File: src/rtl/pc_unit_ras.sv
// pc_unit_ras
//   Fetch-stage program counter with a circular return-address stack (RAS).
//   curr_pc is registered; nxt_pc is the combinational next value built from
//   the same-cycle control inputs. Fixed priority, highest first:
//   trap, EX redirect, stall, call, ret, sequential increment.
//   A call and a ret in the same cycle behave as a call.
//
// Ports
//   clk, reset        rising-edge clock, synchronous active-high reset
//   stall             hold curr_pc; no RAS push or pop
//   trap              go to TRAP_VECTOR and empty the RAS
//   redirect_valid    EX-stage resolution, target is redirect_target (aligned)
//   call/call_target  push curr_pc+INC, go to call_target (aligned)
//   ret               pop the RAS top and go there (sequential PC when empty)
//   curr_pc, nxt_pc   registered PC and its combinational next value
//   pc_valid          low during reset and the first cycle after it
//   ras_count         number of valid RAS entries, 0..RAS_DEPTH
//   ras_overflow      one-cycle pulse after a push into a full RAS
//   ras_underflow     one-cycle pulse after a ret on an empty RAS
//
// Handshake: none. Every control input is sampled on each rising clk edge
// while reset is low. There is no valid/ready pair; stall is the only
// back-pressure, and it masks call and ret for that cycle.
module pc_unit_ras #(
  parameter int unsigned XLEN         = 32,
  parameter logic [XLEN-1:0] RESET_VECTOR = 32'h0000_0000,
  parameter logic [XLEN-1:0] TRAP_VECTOR  = 32'h0000_0100,
  parameter int unsigned INC          = 4,
  parameter int unsigned RAS_DEPTH    = 4
) (
  input  logic                         clk,
  input  logic                         reset,
  input  logic                         stall,
  input  logic                         trap,
  input  logic                         redirect_valid,
  input  logic [XLEN-1:0]              redirect_target,
  input  logic                         call,
  input  logic [XLEN-1:0]              call_target,
  input  logic                         ret,
  output logic [XLEN-1:0]              curr_pc,
  output logic [XLEN-1:0]              nxt_pc,
  output logic                         pc_valid,
  output logic [$clog2(RAS_DEPTH):0]   ras_count,
  output logic                         ras_overflow,
  output logic                         ras_underflow
);

  localparam int unsigned PW = $clog2(RAS_DEPTH);
  localparam int unsigned CW = PW + 1;

  // Clears the low log2(INC) bits of a target address.
  localparam logic [XLEN-1:0] ALIGN_MASK = ~(XLEN'(INC - 1));

  // ras_ptr is the next free slot; the stack top sits at ras_ptr-1.
  // When the stack is full, ras_ptr points at the oldest entry, so a push
  // naturally overwrites it.
  logic [XLEN-1:0] ras_mem [RAS_DEPTH];
  logic [PW-1:0]   ras_ptr;
  logic            valid_stage;

  logic [XLEN-1:0] seq_pc;
  logic [PW-1:0]   top_idx;
  logic            ras_full;
  logic            ras_empty;
  logic            do_push;
  logic            do_pop;
  logic            do_clear;
  logic            do_uflow;

  assign seq_pc    = curr_pc + XLEN'(INC);
  assign top_idx   = ras_ptr - PW'(1);
  assign ras_full  = (ras_count == CW'(RAS_DEPTH));
  assign ras_empty = (ras_count == '0);

  always_comb begin
    nxt_pc   = seq_pc;
    do_push  = 1'b0;
    do_pop   = 1'b0;
    do_clear = 1'b0;
    do_uflow = 1'b0;
    if (reset) begin
      nxt_pc = RESET_VECTOR;
    end else if (trap) begin
      nxt_pc   = TRAP_VECTOR;
      do_clear = 1'b1;
    end else if (redirect_valid) begin
      nxt_pc = redirect_target & ALIGN_MASK;
    end else if (stall) begin
      nxt_pc = curr_pc;
    end else if (call) begin
      nxt_pc  = call_target & ALIGN_MASK;
      do_push = 1'b1;
    end else if (ret) begin
      if (!ras_empty) begin
        nxt_pc = ras_mem[top_idx];
        do_pop = 1'b1;
      end else begin
        do_uflow = 1'b1;
      end
    end
  end

  always_ff @(posedge clk) begin
    if (reset) begin
      curr_pc       <= RESET_VECTOR;
      ras_ptr       <= '0;
      ras_count     <= '0;
      valid_stage   <= 1'b0;
      pc_valid      <= 1'b0;
      ras_overflow  <= 1'b0;
      ras_underflow <= 1'b0;
    end else begin
      curr_pc       <= nxt_pc;
      // Two-stage so pc_valid rises on the second edge after reset release.
      valid_stage   <= 1'b1;
      pc_valid      <= valid_stage;
      ras_overflow  <= do_push & ras_full;
      ras_underflow <= do_uflow;
      if (do_clear) begin
        ras_ptr   <= '0;
        ras_count <= '0;
      end else if (do_push) begin
        ras_ptr <= ras_ptr + PW'(1);
        if (!ras_full) begin
          ras_count <= ras_count + CW'(1);
        end
      end else if (do_pop) begin
        ras_ptr   <= top_idx;
        ras_count <= ras_count - CW'(1);
      end
    end
  end

  // Storage needs no reset: entries are only read while ras_count says they
  // are valid, and do_push is never set while reset is high.
  always_ff @(posedge clk) begin
    if (do_push) begin
      ras_mem[ras_ptr] <= seq_pc;
    end
  end

endmodule
File: config.mk
export PLATFORM = sky130hd
export DESIGN_NAME = pc_unit_ras
export DESIGN_NICKNAME = d
export VERILOG_FILES = /design/src/rtl/pc_unit_ras.sv
export SDC_FILE = /design/constraint.sdc
export NUM_CORES = 1
export LEC_CHECK = 0
export CORE_MARGIN = 10
export CORE_UTILIZATION = 55
export DETAILED_ROUTE_END_ITERATION = 8
export DONT_BUFFER_PORTS = 1
export MAX_ROUTING_LAYER = met4
export PLACE_DENSITY = 0.81
export SYNTH_ARGS = -nofsm -noshare
export SYNTH_HDL_FRONTEND = slang
export SYNTH_SLANG_ARGS = --single-unit
File: constraint.sdc
create_clock -name clk -period 8 [get_ports clk]
set_input_delay 0.8 -clock clk [delete_from_list [all_inputs] [get_ports clk]]
set_output_delay 0.8 -clock clk [all_outputs]
set_load 0.1 [all_outputs]
==> results.yml <==
timing:
  max_slew.worst_pin.slew_ns: 1.259
  tns_ns: 0
  rsz0062_at_grt: "no"
  hold_viol: 0
  achievable-frequency_mhz: 194.0
  period_needed_ns: 5.156
  setup_viol: 0
  fin_skew_ns: 0.01139
  drv_slew: 0
  fin_crit_sh_pct: 64.45
  slew_headroom_pct: 16.08
routing:
  wl_met1_mm: 8.372
  ant_nets: 0
  vias: 6057
  finalWirelength_mm: 24.19
  dr_wl_met2_mm: 11.67
  wl_per_cell_um: 28.72
  routed.top_layer: "met4"
  drc: 0
  met3_length_mm: 3.310
  drt_first_iter_violations: 924
  vias_per_cell: 7.194
  drtPass1Iterations: 5
finish:
  nNetsFinal: 726
  final_cell_mix: "edfxtp_1, nand2_1, buf_4"
  area_delta_synth_final_pct: 13.65
  register_area_um2: 4666
  n_antenna_cell: 0
  drive_gt1_share_pct: 20.69
  finish.utilization_pct: 64.53
  multi_input_area_um2: 3206
  layout_commonest_cell: "edfxtp_1"
  n_fill_cell: 962
synth:
  netlist_area_um2: 7973
  synth-edff-count: 128
  synth_cell_types: 63
  postSynthCellCount: 631
  synthAdderAreaFrac_pct: 1.036
  async_flop_share_pct: 0
  synth_top_family_by_area: "compound AO/OA/AOI/OAI gates"
  synth_mux_area_share_pct: 9.793
  synthXorXnorAreaFrac_pct: 3.186
  syn_area_per_cell_um2: 12.63
  synthSimpleGateAreaFrac_pct: 10.15
  ys_warn_count: 0
  yosysSeqAreaShare_pct: 58.51
  synth_compound_area_share_pct: 14.25
  ys.flop_type: "edfxtp_1"
  syn_nets: 708
  synth_seq_cells: 169
global_routing:
  grt_pass1_wl_mm: 35.83
  grtUsageTotal_pct: 24.58
  grt_max_degree: 40
  overflow: 0
  grt_pass1_vias: 5894
  antenna_found_initial: 0
critical_path:
  required_ns: 7.20
  critical_path_arrival_ns: 4.36
  cp_slowest_stage_delay_ns: 1.06
  crit_path_top_delay_cell: "dfxtp_1"
  end_kind: "primary output"
  worstSetupPathType: "reg2out"
  cp-start-kind: "flip-flop"
  worstPathCellList: "nand3_1, or3_1, nor4_1, xor2_1, a311o_1"
  critPathMaxFanout: 7
power:
  total_power_mw: 1.990
  p_leak_nw: 3.081
  irDropWorstVdd_mv: 0.1547
  pwr_density_cell_nw_per_um2: 219.7
placed_design:
  dp_hpwl_mm: 16.11
  gp_congestion: 0.9744
  io_buffers: 0
clocking:
  ctsResizeCount: 0
  numCtsBuffers: 17
  clk_pin_slew_worst_paths_ns: 0.06
  postCtsSetupRepairBufs: 0
  ctsHoldBuffers: 0
  ctsHtreeMaxLevel: 4
  clock-sinks: 169
  clk_latency_ns: 0.44
  clockRootBuffer: "clkbuf_16"
  cts_buffer_depth: 2
  tritoncts: "done"
die:
  initial_core_util_pct: 56.78
  core_um2: 14040
  io_pins: 141
  dieArea_um2: 19710
  die_x_um: 140.4
  fp-row-count: 43
  die_h_um: 140.4
flow_run:
  maxCapViolCount: 0
worst_hold_path:
  min_path_type: "in2reg"
status:
  status: "completed"
## Yosys cell counts, types with 4 or more instances
cell | n | area [µm²]
clkbuf_1 | 29 | 108.9
xor2_1 | 17 | 148.9
and3_1 | 8 | 50.05
o221ai_1 | 10 | 87.58
and2_1 | 5 | 31.28
o21ai_0 | 26 | 130.1
or3_1 | 6 | 37.54
buf_1 | 7 | 26.28
nand3_1 | 13 | 65.06
mux4_2 | 32 | 720.7
xnor2_1 | 12 | 105.1
a21oi_1 | 43 | 215.2
buf_2 | 6 | 30.03
mux2i_1 | 6 | 60.06
nor3_1 | 11 | 55.05
o311a_1 | 7 | 70.07
o211ai_1 | 5 | 37.54
dfxtp_1 | 41 | 820.8
a221oi_1 | 7 | 61.31
o21a_1 | 6 | 45.04
nor4_1 | 10 | 62.56
or2_2 | 6 | 37.54
a22o_1 | 6 | 52.55
ha_1 | 5 | 62.56
o22ai_1 | 11 | 68.82
nand4_1 | 4 | 25.02
edfxtp_1 | 128 | 3844
nand2_1 | 52 | 195.2
nor2_1 | 31 | 116.4
o31ai_1 | 6 | 45.04
o31a_1 | 5 | 43.79
a31oi_1 | 6 | 37.54
inv_1 | 16 | 60.06
## kinds of logic (layout without fill, tap and decap cells)
logic type,after synthesis,after routing
xor gates and xnor gates,29,29
buffers and inverters,61,92
adders and majority gates,6,6
AOI/OAI and AO/OA,165,165
and+or+nand+nor,163,163
DFF,169,169
muxes,38,38
## where the power goes
group / switching [mW] / leakage [nW] / internal [mW]
registers: 0.0213 / 1.54 / 0.952
clock network: 0.321 / 0.271 / 0.457
logic: 0.188 / 1.27 / 0.0513
## registers in the layout, summed over array words and instances, names as in the netlist
register       count
ras_mem          128
ras_count          3
curr_pc           32
pc_valid           1
valid_stage        1
ras_underflow      1
ras_overflow       1
ras_ptr            2
## per-layer routing
layer	global-route usage, %	vias up
met3	8.925	93
li1	-	2515
met5	-	-
met1	28.45	2988
met2	38.10	461
met4	10.11	0
## final timing paths
path              slack (ns)        endpoint   startpoint  cells past startpoint
setup / recovery        2.84      nxt_pc[23]   curr_pc[3]                      5
hold / removal          0.44        pc_valid        reset                      1
hold reg to reg         0.45        pc_valid  valid_stage                      1
setup reg to reg        4.48  ras_mem[0][26]   curr_pc[3]                      6
## critical path, delay by kind of cell, from the launching register on
family,cells,cell delay (ns)
AOI/OAI and AO/OA,1,0.99
xor gates and xnor gates,1,0.45
and+or+nand+nor,3,1.41
DFF,1,1.06
## layout make-up
cell class / count / share of cell area [%]
clock buffer: 31 / 6.062
timing repair buffer: 44 / 3.866
sequential: 169 / 51.49
inverter: 16 / 0.6628
tap: 180 / 2.486
clock inverter: 1 / 0.05523
multi-input combinational: 401 / 35.38
## per-stage QoR
stage	cells	setup slack, ns	hold WS, ns	instance area [µm²]
after floorplan	631	1.250	0.4138	7974
after global placement	810	3.449	0.4346	8507
after detailed placement	810	3.306	0.4476	8507
after CTS	842	2.845	0.4280	9061
after global routing	842	2.659	0.4333	9061
final	842	2.844	0.4352	9061
(Power assumes the default switching activity.)
==> variant 1, RTL diff (same settings) <==
Reset style: asynchronous (`reset`), changed in one clocked block. Comments in the files are not updated.
--- a/src/rtl/pc_unit_ras.sv
+++ b/src/rtl/pc_unit_ras.sv
@@ -101,5 +101,5 @@
   end
 
-  always_ff @(posedge clk) begin
+  always_ff @(posedge clk or posedge reset) begin
     if (reset) begin
       curr_pc       <= RESET_VECTOR;
Check against the original RTL: differs if reset is asserted again (counterexample within 4 cycles, from zero or initial values and one cycle with reset high); with reset held inactive, the same outputs for 4 cycles.
==> variant 1 against the unedited design <==
  * Via count is 3.1% lower
  * Non-clock buffer count fell by 2
  * Core utilization increased by 0.57 points
  * Setup slack got worse by 0.16 ns
  * Sequential share of layout area is 1.8 points higher
  * Critical path depth increased by 3
  * Sequential cell count stayed put
  * Area after synthesis grew 0.20%
  * Final area rose by 0.88%
  * Die area rose by 0.17%
  * Routed wire length is 0.44% lower
Power is not compared: it rests on default switching activity, and its combinational part moved more than twofold at a synthesized area within 25%.
==> variant 1: results (changes against the unedited design) <==
stage,metric,value,unit,change
setup_path,r2r_slack,3.70,ns,-0.78 ns
yosys,synthArstFlopShare,24.3,%,+24 points
layout,area_share_clock_buf_inv,6.21,%,+0.097 points
yosys,syn-num-nets,682,,-3.7%
layout,seq_cell_count,169,,unchanged
outcome,status,"complete, no violations",,
setup_path,cp_slowest_stage_delay,0.94,ns,-0.12 ns
placement,place_congestion,0.870,,-11%
worst_hold_path,min-delay-path-class,flip-flop to flip-flop,,
sta,worst_pin_slew,1.21,ns,-0.0530 ns
worst_hold_path,min_to,pc_valid,,
routing,wl_per_cell,29.6,um,+3.1%
global_route,use_met1,30.2,%,+1.8 points
routing,drt_first_pass_iters,7,,+2
yosys,ys_seq_area_share,61.0,%,+2.4 points
placement,dp.cells,781,,-3.6%
global_route,grt_use_met2,37.9,%,-0.20 points
routing,vias_per_cell,7.22,,+0.40%
routing,dr_wl_met3,3470,um,+4.8%
layout,buffer_area_share,4.54,%,+0.68 points
setup_path,ff2ff_path_depth,8,,+2
placement,place_ws,3.23,ns,-0.0792 ns
global_route,grt.total_usage,24.8,%,+0.20 points
setup_path,path_max_fanout,37,,+30
yosys,syn_area_per_cell,13.2,um2,+4.5%
setup_path,cp_slowest_cell,o31a_1,,
layout,fin_cells,813,,-3.4%
layout,final_layout_size_suffix_gt1_share,21.2,%,+0.47 points
yosys,yosys-top-cells-area,"edfxtp_1 48%, dfrtp_1 13%, mux4_2 9.0%, a21oi_1 2.4%, o21ai_0 2.2%",,
layout,buffers,42,,-4.5%
sta,fin_skew,0.00889,ns,-0.00251 ns
layout,num-fill-cells,1001,,+4.1%
worst_hold_path,min-delay-start,valid_stage,,
setup_path,cp.arrival,4.52,ns,+0.16 ns
yosys,ys_types,60,,-4.8%
==> variant 1: cell count changes in the layout (fill, tap and decap cells not counted), sizes merged, moves of 10 or more <==
cell and change:
nor2 -17, o21ai +10, dfxtp -41, nand4 +11, dfrtp +41
==> variant 1: cell families after synthesis <==
family	synth area share [%]
other cells	0.0469
simple gates	9.62
flops	61.0
fa+ha+maj	1.03
buf+inv	3.12
mux	9.15
xor+xnor	2.74
compound gates	13.3
==> variant 1: how the worst max path moves through the flow <==
| stage | cells past startpoint | endpoint | slack (ns) | start |
|---|---|---|---|---|
| 2_1_floorplan | 7 | nxt_pc[22] | 2.55 | curr_pc[2] |
| 3_3_place_gp | 8 | nxt_pc[29] | 3.33 | ras_ptr[0] |
| 3_5_place_dp | 8 | nxt_pc[29] | 3.23 | ras_ptr[0] |
| 4_1_cts | 8 | nxt_pc[29] | 2.78 | ras_ptr[0] |
| 5_1_grt | 8 | nxt_pc[29] | 2.58 | ras_ptr[0] |
| 6_report | 8 | nxt_pc[29] | 2.68 | ras_ptr[0] |
==> variant 2, RTL diff (same settings) <==
Without the edit above. The parameter `XLEN` goes from 32 to 40.
--- a/src/rtl/pc_unit_ras.sv
+++ b/src/rtl/pc_unit_ras.sv
@@ -23,5 +23,5 @@
 // back-pressure, and it masks call and ret for that cycle.
 module pc_unit_ras #(
-  parameter int unsigned XLEN         = 32,
+  parameter int unsigned XLEN         = 40,
   parameter logic [XLEN-1:0] RESET_VECTOR = 32'h0000_0000,
   parameter logic [XLEN-1:0] TRAP_VECTOR  = 32'h0000_0100,
Interface: changed (resized call_target, curr_pc, nxt_pc and redirect_target); port bits go from 141 to 173. No check against the original RTL was run, so the function may have changed too.
==> variant 2 against the unedited design <==
  * Total power increased by 28%
  * Non-clock buffer count is 11 higher
  * Sequential share of layout area down 1.6 points
  * Worst hold slack lost 0.085 ns
  * First-iteration DRC count grew 7.5%
  * Sequential cell count is 40 higher
  * Area after synthesis increased by 27%
  * Routed wire length rose by 29%
  * Maximum frequency shrank 7.9%
  * Clock power is 39% higher
  * Die area grew 23%
  * Setup slack worse by 0.44 ns
  * Final area increased by 28%
  * Largest cell class unchanged
==> variant 2: results (changes against the unedited design) <==
stage,metric,value,unit,change
placement,dp.cells,1029,,+27%
global_route,grt.total_usage,25.6,%,+1.0 points
setup_path,cp_slowest_cell,a2bb2oi_2,,
routing,wirelength,31300,um,+29%
global_route,grt_use_met3,9.04,%,+0.12 points
yosys,synth_edf_count,160,,+25%
routing,wl_per_cell,29.0,um,+1.0%
global_route,antenna_found_initial,6,,+6
global_route,grt_use_met2,39.6,%,+1.5 points
global_route,grt_pass1_vias,7734,,+31%
setup_path,path_max_fanout,44,,+37
yosys,ys_types,68,,+7.9%
power,p_leak,3.90,nW,+27%
placement,place_ws,2.96,ns,-0.342 ns
yosys,syn-num-nets,900,,+27%
layout,final_layout_size_suffix_gt1_share,22.2,%,+1.5 points
routing,drt-initial-drc-count,993,,+7.5%
clock_tree,htreeDepth,1,,-3
yosys,syn_area_per_cell,12.5,um2,-1.0%
layout,num-fill-cells,1269,,+32%
global_route,grt_pass1_wl,46600,um,+30%
outcome,status,"complete, no violations",,
yosys,yosys-top-cells-count,"160 x edfxtp_1, 64 x nand2_1, 58 x a21oi_1",,
clock_tree,clock_path_buffers,3,,+1
routing,vias_per_cell,7.16,,-0.42%
layout,reg_top3,"ras_mem: 160 flops, curr_pc: 40 flops, ras_count: 3 flops",,
clock_tree,clk-insertion-delay-late,0.52,ns,+0.08 ns
sta,fin_skew,0.0146,ns,+0.00322 ns
[variant 2: changes by cell type after synthesis, moves of 9 or more]
cell	unedited run	this run
a21oi_1	43	58
clkbuf_1	29	47
edfxtp_1	128	160
nand2_1	52	64
nand3_1	13	22
nand4_1	4	14
nor3_1	11	21
xnor2_1	12	22
[variant 2: power by group]
group          switching, mW  internal, mW
Combinational          0.211        0.0575
Clock                  0.438         0.638
Sequential            0.0323          1.18
[variant 2: final timing paths]
| kind | slack [ns] | start | cells past startpoint | end |
|---|---|---|---|---|
| max | 2.41 | ras_ptr[0] | 9 | nxt_pc[39] |
| min | 0.35 | reset | 1 | valid_stage |
| max reg2reg | 3.97 | ras_ptr[0] | 7 | curr_pc[24] |
| min reg2reg | 0.44 | valid_stage | 1 | pc_valid |
[variant 2: area by class of cell]
type	count	area [um2]	area share (%)
repair buffers	55	513	4.42
clock inverters	15	164	1.41
clock buffers	27	601	5.18
diodes	6	15.0	0.129
multi-input cells	517	4160	35.9
inverters	19	71.3	0.615
well taps	229	287	2.47
flip-flops and latches	209	5790	49.9
[variant 2: per-layer routing]
metal  share of wire [%]  vias to the layer above
li1                    -                     3243
met1                  34                     3770
met2                  47                      591
met3                  13                      111
met4                 5.2                        0
met5                   0                        -
[variant 2: kinds of logic (layout without fill, tap and decap cells)]
kind of cell,Yosys count,after routing,share of synthesized area [%]
buffers and inverters,81,116,3.37
adder cells (fa/ha/maj),6,6,0.818
AND/OR/NAND/NOR,217,217,11.1
AO/OA/AOI/OAI,218,218,15.2
flip-flops,209,209,57.3
XOR/XNOR,31,31,2.69
multiplexers,45,45,9.42
other,0,6,0
